===== config.mk =====
export PLATFORM = sky130hd
export DESIGN_NAME = seg7_scan_display
export DESIGN_NICKNAME = d
export VERILOG_FILES = /design/src/rtl/seg7_pkg.sv /design/src/rtl/hex_to_seg7.sv /design/src/rtl/seg7_scan_display.sv
export SDC_FILE = /design/constraint.sdc
export NUM_CORES = 1
export LEC_CHECK = 0
export BUFFER_PORTS_ARGS = -buffer_cell sky130_fd_sc_hd__buf_2
export CORE_ASPECT_RATIO = 0.75
export CORE_UTILIZATION = 45
export CTS_CLUSTER_SIZE = 40
export DETAILED_ROUTE_END_ITERATION = 10
export PLACE_DENSITY = 0.71
export SYNTH_ARGS = -nofsm -noshare
export SYNTH_HDL_FRONTEND = slang
export SYNTH_SLANG_ARGS = --single-unit
export TNS_END_PERCENT = 20

===== constraint.sdc =====
create_clock -name clk -period 2.7 [get_ports clk]
set_clock_uncertainty 0.05 [all_clocks]
set_input_delay 0.135 -clock clk [delete_from_list [all_inputs] [get_ports clk]]
set_output_delay 0.135 -clock clk [all_outputs]
set_load 0.01 [all_outputs]

===== src/rtl/seg7_pkg.sv =====
// Shared definitions for the seven-segment display path: the segment decode
// table, the blank codes and the digit-index type.
package seg7_pkg;

  typedef logic [2:0] digit_idx_t;

  localparam logic [6:0] SEG_BLANK = 7'h7F;
  localparam logic [7:0] AN_OFF    = 8'hFF;

  // Active-low {g,f,e,d,c,b,a} patterns for hex digits 0..F.
  localparam logic [6:0] SEG_DECODE [16] = '{
    7'h40, 7'h79, 7'h24, 7'h30, 7'h19, 7'h12, 7'h02, 7'h78,
    7'h00, 7'h10, 7'h08, 7'h03, 7'h46, 7'h21, 7'h06, 7'h0E
  };

endpackage


===== src/rtl/hex_to_seg7.sv =====
// Combinational hex-nibble to active-low seven-segment decoder.
module hex_to_seg7
  import seg7_pkg::*;
(
  input  logic [3:0] hex,
  output logic [6:0] seg
);

  assign seg = SEG_DECODE[hex];

endmodule


===== src/rtl/seg7_scan_display.sv =====
// Eight-digit multiplexed seven-segment driver with frame-aligned input
// snapshots, anti-ghost blanking and a blinking decimal-point cursor.
module seg7_scan_display
  import seg7_pkg::*;
#(
  parameter int SCAN_DIV     = 100000,
  parameter int DEAD         = 500,
  parameter int BLINK_FRAMES = 30
) (
  input  logic        clk,
  input  logic        rst,
  input  logic [31:0] data_i,
  input  logic [2:0]  sel_i,
  input  logic        blink_en_i,
  output logic [7:0]  an_o,
  output logic [6:0]  seg_o,
  output logic        dp_o
);

  localparam int TICK_W  = (SCAN_DIV > 1) ? $clog2(SCAN_DIV) : 1;
  localparam int FRAME_W = (BLINK_FRAMES > 1) ? $clog2(BLINK_FRAMES) : 1;

  logic [TICK_W-1:0]  tick_cnt;
  digit_idx_t         digit_idx;
  logic [FRAME_W-1:0] frame_cnt;
  logic               blink_phase;
  logic [31:0]        snap_data;
  digit_idx_t         snap_sel;

  logic       slot_end;
  logic       frame_end;
  logic       is_sel;
  logic [3:0] nibble;
  logic [6:0] dec_seg;
  logic [7:0] an_next;
  logic [6:0] seg_next;
  logic       dp_next;

  assign slot_end  = (tick_cnt == TICK_W'(SCAN_DIV - 1));
  assign frame_end = slot_end && (digit_idx == 3'd7);
  assign is_sel    = (digit_idx == snap_sel);
  assign nibble    = snap_data[{digit_idx, 2'b00} +: 4];

  hex_to_seg7 u_dec (
    .hex (nibble),
    .seg (dec_seg)
  );

  always_comb begin
    // NOTE: every output gets a default first, so no path can infer a latch.
    an_next  = AN_OFF;
    seg_next = SEG_BLANK;
    dp_next  = 1'b1;
    if ((tick_cnt >= TICK_W'(DEAD)) && !(is_sel && blink_en_i && !blink_phase)) begin
      an_next  = ~(8'h01 << digit_idx);
      seg_next = dec_seg;
      dp_next  = ~is_sel;
    end
  end

  // NOTE: sequential state uses non-blocking assignments only, so every
  // register samples the pre-edge values of its neighbours.
  always_ff @(posedge clk) begin
    if (rst) begin
      tick_cnt    <= '0;
      digit_idx   <= '0;
      frame_cnt   <= '0;
      blink_phase <= 1'b1;
      snap_data   <= '0;
      snap_sel    <= '0;
      an_o        <= AN_OFF;
      seg_o       <= SEG_BLANK;
      dp_o        <= 1'b1;
    end else begin
      an_o  <= an_next;
      seg_o <= seg_next;
      dp_o  <= dp_next;

      tick_cnt <= slot_end ? '0 : tick_cnt + 1'b1;
      if (slot_end) digit_idx <= digit_idx + 1'b1;

      // Inputs are only sampled here, so a frame never mixes old and new digits.
      if (frame_end) begin
        snap_data <= data_i;
        snap_sel  <= sel_i;
        if (frame_cnt == FRAME_W'(BLINK_FRAMES - 1)) begin
          frame_cnt   <= '0;
          blink_phase <= ~blink_phase;
        end else begin
          frame_cnt <= frame_cnt + 1'b1;
        end
      end
    end
  end

endmodule


Word-level counts from Yosys, hierarchy flattened
Memories as Yosys holds them, arrays and structs flattened. A register that Yosys moved wholly into a read port is not among the register bits. Index checks and enable logic that the tools add are counted.

Bits in read-only memories: 112. Memories: 1. Flip-flop bits (word level): 70.

Memory list: (name not given) (depth 16, width 7, rd ports 1, clocked after memory_dff 1, wr ports 0, RTL line hex_to_seg7.sv:9) `assign seg = SEG_DECODE[hex];`.

Order comparisons: 1. Equal/unequal tests: 4. Add/subtract/negate cells: 3. Muxes and demuxes: 1. Reductions and logical operators: 9. Shift-type cells: 2. Bitwise operators: 5.

Operators by type and width (number): $shiftx A32 B6 Y4 (1); $add A17 B1 Y17 const B (1); $eq A17 B17 Y1 const B (1); $ge A17 B9 Y1 const B (1); $not A8 Y8 (1); $shl A1 B3 Y8 const A (1); $add A5 B1 Y5 const B (1); $eq A5 B5 Y1 const B (1); $mux W5 (1); $not A4 Y5 (1); $logic_and A1 B1 Y1 (4); $reduce_or A2 Y1 (2); $add A3 B1 Y3 const B (1); $eq A3 B3 Y1 (1); $eq A3 B3 Y1 const B (1); $not A1 Y1 (3); $logic_not A1 Y1 (2); $reduce_and A2 Y1 (1).

Longest topological paths before layout
Gate-level depths: netlist (run 1).

Depth in word-level cells: 7. Mapped depth: 9. Depth with buffers taken out: 8.

Modules after synthesis
Synthesis (run 1) repeated with hierarchy kept, for this count alone.

Cells, all modules: 413. Area, all modules: 3607.2 um2.

Modules (own cells, without submodules): seg7_scan_display (area each 3338.2 um2, cells each 380, times used 1); hex_to_seg7 (area each 269.0 um2, cells each 33, times used 1).

Worst setup path after synthesis (run 1)
Ideal clock, no wire load.

Kind: reg-to-reg. Start: register digit_idx[0]. End: register seg_o[3]. Stages on the path, launching flop included: 10. Slack: 0.471 ns. Library setup time: 0.154 ns. Required time: 2.496 ns. Arrival: 2.025 ns. Cells stage by stage: dfxtp_1 -> buf_6 -> mux4_2 -> nand2_1 -> and2_1 -> inv_1 -> ha_1 -> mux2_2 -> nor2_1 -> o21ai_0.

Cells in the longest elaborated chain, start to end: 7.

Ends and longest elaborated chain: from (decl) (RTL line seg7_scan_display.sv:24) `digit_idx_t digit_idx;`; from (signal assigned) (RTL line seg7_scan_display.sv:80) `if (slot_end) digit_idx <= digit_idx + 1'b1;`; branches (longest 7 deep; another with $shiftx A32 B6 Y4); to (decl) (RTL line seg7_scan_display.sv:16) `output logic [6:0] seg_o,`.

Parallel ways; which one is timed is not known. A chain may end at the register's enable or synchronous reset.

Final worst setup path (run 1)
Start: register digit_idx[1]. End: register seg_o[3].

The elaborated chain is that of the path after synthesis.

==> flow_summary.toml, run 1 <==
[outcome]
status = "completed"

[detailed_routing]
drt-initial-drc-count = 189
num_vias = 2883
wirelength_um = 7898
wl_per_cell_um = 13.74
drt_drc_violations_left = 0
drt_pass1_iterations = 4
drtAntennaViolNets = 0
viasPerCell = 5.014

[timing]
period_share_pct = 86.42
setup_tns_ns = 0
setup_viol = 0
hold_viol = 0
rsz0062_at_grt = "false"
fin_crit_ns = 2.333
max_freq_mhz = 428.6
slew_headroom_pct = 64.07
worst_pin_slew_ns = 0.5240
slew_violations = 0

[synth]
synth_nets = 439
synth_area_leaders = "dfxtp_1, nand2_1, ha_1"
synth-seq-area-share_pct = 44.83
synth_edf_count = 0
synth.cell_area_mm2 = 0.003438
synth.top_cell.area_share_pct = 44.83
yosys.cell_count.top_type = "nand2_1"
yosys_warnings = 0
async_reset_ff_share_pct = 0
synth_top_flop_cell = "dfxtp_1"
yosysTopAreaCell = "dfxtp_1"
ys_types = 45
synthCells = 385
ys_ff_latch = 77
synthTopCellsByCount = "nand2_1, dfxtp_1, a21oi_1"
postSynthAreaPerCell_um2 = 8.931

[job]
cap_violations = 0

[setup_path]
cp-start-kind = "register"
cp-end-kind = "register"
crit_type = "reg -> reg"
worstPathArrival_ns = 2.51
cp.required_ns = 2.88
crit_fanout = 13

[placement]
gp_congestion = 0.8895
port_buffers = 53
hpwl_um = 5280

[floorplanning]
initial_core_util_pct = 46.69
dieArea_mm2 = 0.007998
dieHeight_um = 77.70
ioPinCount = 54
core_area_mm2 = 0.007365
dieWidth_um = 102.9
fp-row-count = 27

[layout]
final_layout_size_suffix_gt1_share_pct = 20.46
area_growth_pct = 26.46
antennaDiodeCount = 0
nets = 524
utilization_pct = 59.04

[clock_tree]
clock-root-buffer = "clkbuf_8"
htreeDepth = 3
cts.reportedPaths.clkPinSlew_ns = 0.08
cts_inserted_buffers = 9
cts_tree = "yes"
cts_sinks = 77
cts.path.max_buffers = 2
clk_latency_ns = 0.35

[pwr]
p_total_w = 0.002257
ir_drop_mv = 0.2467
power.density_mw_per_mm2 = 519.1
p_leak_nw = 1.661

[global_route]
grt_pass1_vias = 2768
antenna_found_initial = 0
track_usage_pct = 21.48
grt_pass1_wl_um = 13110
grt_max_degree = 41
grt_overflow = 0

[worst_hold_path]
hp-class = "in -> reg"
per-layer routing:
metal	share of wire [%]	GRT usage, %
met1	47	29.20
met2	45	31.93
met3	5.9	6.036
met4	1.7	8.592
met5	0	0
cell usage in the layout (no fill, tap or decap), drive strengths merged, types with 2 or more instances in the layout:
cell	Yosys	routed
xor2	12	12
mux2	4	4
or2	2	2
ha	16	16
a21oi	38	38
nor2	30	30
mux4	8	8
buf	13	62
and2	3	3
o211ai	2	2
o21ai	5	5
xnor2	8	8
o221ai	3	3
bufinv	0	3
nand4	5	5
nand2	85	85
dfxtp	77	77
clkinv	0	3
mux2i	6	6
nand3	14	14
a211oi	2	2
nand4b	2	2
nor3	5	5
or4	2	2
and3	5	5
nand2b	2	2
clkbuf	9	9
dlygate4sd3	0	34
inv	15	15
worst paths after layout:
path | slack (ns) | end | depth (start not counted) | startpoint
setup / recovery | 0.37 | seg_o[3]$_SDFF_PP1_ | 8 | digit_idx[1]$_SDFFE_PP0P_
hold / removal | 0.05 | snap_sel[1]$_SDFFE_PP0P_ | 3 | sel_i[1]
setup reg to reg | 0.37 | seg_o[3]$_SDFF_PP1_ | 8 | digit_idx[1]$_SDFFE_PP0P_
hold reg to reg | 0.41 | snap_data[5]$_SDFFE_PP0P_ | 2 | snap_data[5]$_SDFFE_PP0P_
logic make-up after synthesis:
| group | Yosys count | share of synthesized area, % |
|---|---|---|
| AO/OA/AOI/OAI | 57 | 9.716 |
| XOR/XNOR | 20 | 5.095 |
| adder cells (fa/ha/maj) | 16 | 5.822 |
| buffers and inverters | 37 | 5.349 |
| flip-flops | 77 | 44.83 |
| multiplexers | 18 | 8.297 |
| AND/OR/NAND/NOR | 160 | 20.89 |
power by group:
part	switching, W	internal (W)	total (W)
Sequential	0.00000452	0.00114	0.00114
Clock	0.000410	0.000610	0.00102
Combinational	0.0000359	0.0000577	0.0000936
what timing repair did:
item | in CTS | in global routing
hold buffers | 33 | 1
endpoints found under the hold margin | 33 | 1
gates resized for setup | 0 | 1
setup buffers | 0 | 0
setup endpoints to repair | 0 | 1
per-stage QoR:
stage	cells	setup slack (ns)	instance area [um2]	hold WS, ns
after floorplan	385	0.4706	3438	0.2255
after global placement	526	0.3199	3770	0.3320
after detailed placement	526	0.2064	3770	0.3344
after CTS	574	0.1966	4337	0.005542
after global routing	575	0.08704	4348	0.05426
final	575	0.3666	4348	0.05338
flip-flops by register name (all words and copies together) (netlist names):
register	cells
an_o	8
blink_phase	1
digit_idx	3
dp_o	1
frame_cnt	5
seg_o	7
snap_data	32
snap_sel	3
tick_cnt	17
layout make-up:
class	count	area, um2
Sequential cell	77	1543
Inverter	15	56.30
Clock inverter	6	112.6
Multi-Input combinational cell	271	1713
Tap cell	101	126.4
Fill cell	667	3017
Clock buffer	9	123.9
Timing Repair Buffer	96	673.1
worst max-delay path, stage by stage (launching register included):
cell     delay (ns)
dfxtp_1        0.67
mux4_2         0.39
nand2_1        0.09
and2_1         0.21
inv_1          0.12
ha_1           0.26
mux2_2         0.28
nor2_1         0.08
o21ai_0        0.07
Note: power is estimated with default switching activity, not from simulation.
==> run 2: changes to the inputs <==
==> constraint.sdc (replaced) <==
create_clock -name clk -period 2.75 [get_ports clk]
set_clock_uncertainty 0.05 [all_clocks]
set_input_delay 0.1375 -clock clk [delete_from_list [all_inputs] [get_ports clk]]
set_output_delay 0.1375 -clock clk [all_outputs]
set_load 0.01 [all_outputs]
==> run 2 against run 1 <==
  * Core utilization decreased by 0.10 points
  * Worst setup slack got worse by 0.063 ns
  * Combinational power decreased by 3.8%
  * Maximum frequency decreased by 4.6%
  * Sequential power about the same
  * Wire length decreased by 5.6%
  * Die area unchanged
  * Critical path depth unchanged
  * Register-to-register slack got worse by 0.06 ns
  * Final area decreased by 0.17%
  * First-iteration DRC count increased by 9.5%
  * Worst hold slack got worse by 0.045 ns
  * Critical path type unchanged
  * Largest power group unchanged
  * Highest routed layer unchanged
==> flow_summary.toml, run 2 (synthesis results as in run 1) <==
[setup_path]
cp-start-kind = "register"
path_cells = "mux4_2 > nand2_1 > and2_1 > inv_1 > ha_1 > mux2_2 > nor2_1 > o21ai_0"
r2r_setup_slack_ns = 0.30
crit_type = "reg -> reg"
cpMaxStageDelayCell = "dfxtp_1"
crit_fanout = 9
cp.required_ns = 2.95
worstPathArrival_ns = 2.64
worstPathBufferInverterCount = 1
path_delay_family = "multiplexers"
critPathMaxStageDelay_ns = 0.61
cp-end-kind = "register"

[clock_tree]
htreeDepth = 3
clock-root-buffer = "clkbuf_8"
cts_setup_buffers = 0
post_cts_resized = 0
cts.reportedPaths.clkPinSlew_ns = 0.08
holdBufCountCts = 34
clk_latency_ns = 0.36
cts_inserted_buffers = 9
cts_sinks = 77
cts_tree = "yes"
cts.path.max_buffers = 2

[layout]
nets = 522
layout_common_cells = "nand2_1, dfxtp_1, buf_2"
largest-register = "snap_data"
reg.largest.list = "snap_data (32), tick_cnt (17), an_o (8)"
largest_register_ffs = 32
final_common_cell = "nand2_1"
antennaDiodeCount = 0
final_layout_size_suffix_gt1_share_pct = 20.08
area_growth_pct = 26.24

[timing]
rsz0062_at_grt = "false"
whs_ns = 0.008834
setup_tns_ns = 0
slew_violations = 0
period_share_pct = 88.96
hold_viol = 0
worst_pin_slew_ns = 0.5401
max_freq_mhz = 408.7
setup_viol = 0
slew_headroom_pct = 63.94
fin_crit_ns = 2.446

[detailed_routing]
num_vias = 2905
drt-initial-drc-count = 207
wl_per_cell_um = 12.99
drt_drc_violations_left = 0
drtAntennaViolNets = 0
drt_pass1_iterations = 4
viasPerCell = 5.061
wirelength_um = 7458

[pwr]
p_switching_w = 0.0004665
p_total_w = 0.002249
switching_share_pct = 20.74
p_leak_nw = 1.656
power.density_mw_per_mm2 = 518.2
power.share.sequential_pct = 49.9
clkPwrFrac_pct = 46.1
p_int_w = 0.001783
combinationalPowerShare_pct = 4.0
ir_drop_mv = 0.2484

[placement]
hpwl_um = 5052
port_buffers = 53
gp_congestion = 0.8708

[floorplanning]
dieHeight_um = 77.70
fp-row-count = 27
ioPinCount = 54
initial_core_util_pct = 46.69
dieArea_mm2 = 0.007998
dieWidth_um = 102.9
core_area_mm2 = 0.007365

[job]
cap_violations = 0

[global_route]
grt_overflow = 0
track_usage_pct = 20.99
grt_pass1_wl_um = 12600
grt_max_degree = 41
antenna_found_initial = 0
grt_pass1_vias = 2647

[outcome]
status = "completed"

[worst_hold_path]
hp-class = "in -> reg"
-- run 2: cell count changes in the layout (fill, tap and decap cells not counted), sizes merged --
| cell | change |
|---|---|
| inv | +2 |
| clkinv | -1 |
| buf | -2 |
-- run 2: tightest hold or removal path: stages --
cell     delay [ns]
buf_2          0.10
nand2_1        0.07
a21oi_1        0.07
-- run 2: power groups by stage --
stage | clock (W) | combinational (W) | sequential (W)
after floorplan | 0 | 0.0000236 | 0.00115
after global placement | 0 | 0.0000502 | 0.00115
after detailed placement | 0 | 0.0000519 | 0.00115
after CTS | 0.00106 | 0.0000885 | 0.00112
after global routing | 0.00111 | 0.0000991 | 0.00112
final | 0.00104 | 0.0000900 | 0.00112
-- run 2: worst paths after layout --
kind | cells past startpoint | endpoint | start
worst max-delay path | 8 | seg_o[3]$_SDFF_PP1_ | digit_idx[0]$_SDFFE_PP0P_
worst min-delay path | 3 | snap_sel[1]$_SDFFE_PP0P_ | sel_i[1]
worst max register to register | 8 | seg_o[3]$_SDFF_PP1_ | digit_idx[0]$_SDFFE_PP0P_
worst min register to register | 2 | snap_data[11]$_SDFFE_PP0P_ | snap_data[11]$_SDFFE_PP0P_
-- run 2: stage by stage --
| stage | instances | setup slack, ns | cell area (um2) | utilization [%] |
|---|---|---|---|---|
| after CTS | 574 | 0.2891 | 4340 | 58.94 |
| after global placement | 524 | 0.4183 | 3755 | 50.99 |
| after floorplan | 385 | 0.5206 | 3438 | - |
| after detailed placement | 524 | 0.3068 | 3755 | 50.99 |
| after global routing | 574 | 0.07834 | 4340 | 58.94 |
| final | 574 | 0.3035 | 4340 | 58.94 |
-- run 2: area by class of cell --
| cell class | count | area (um2) |
|---|---|---|
| repair buffers | 94 | 658.1 |
| fillers | 663 | 3024 |
| multi-input cells | 271 | 1713 |
| inverters | 15 | 56.30 |
| flip-flops and latches | 77 | 1541 |
| well taps | 101 | 126.4 |
| clock buffers | 9 | 123.9 |
| clock inverters | 7 | 121.4 |
-- run 2: metal layers --
| metal | up-vias | part of all wire [%] | global-route usage, % |
|---|---|---|---|
| met2 | 88 | 44 | 30.07 |
| met3 | 20 | 6.4 | 6.306 |
| li1 | 1457 | - | - |
| met1 | 1340 | 47 | 29.48 |
| met5 | - | 0 | 0 |
| met4 | 0 | 2.1 | 7.746 |
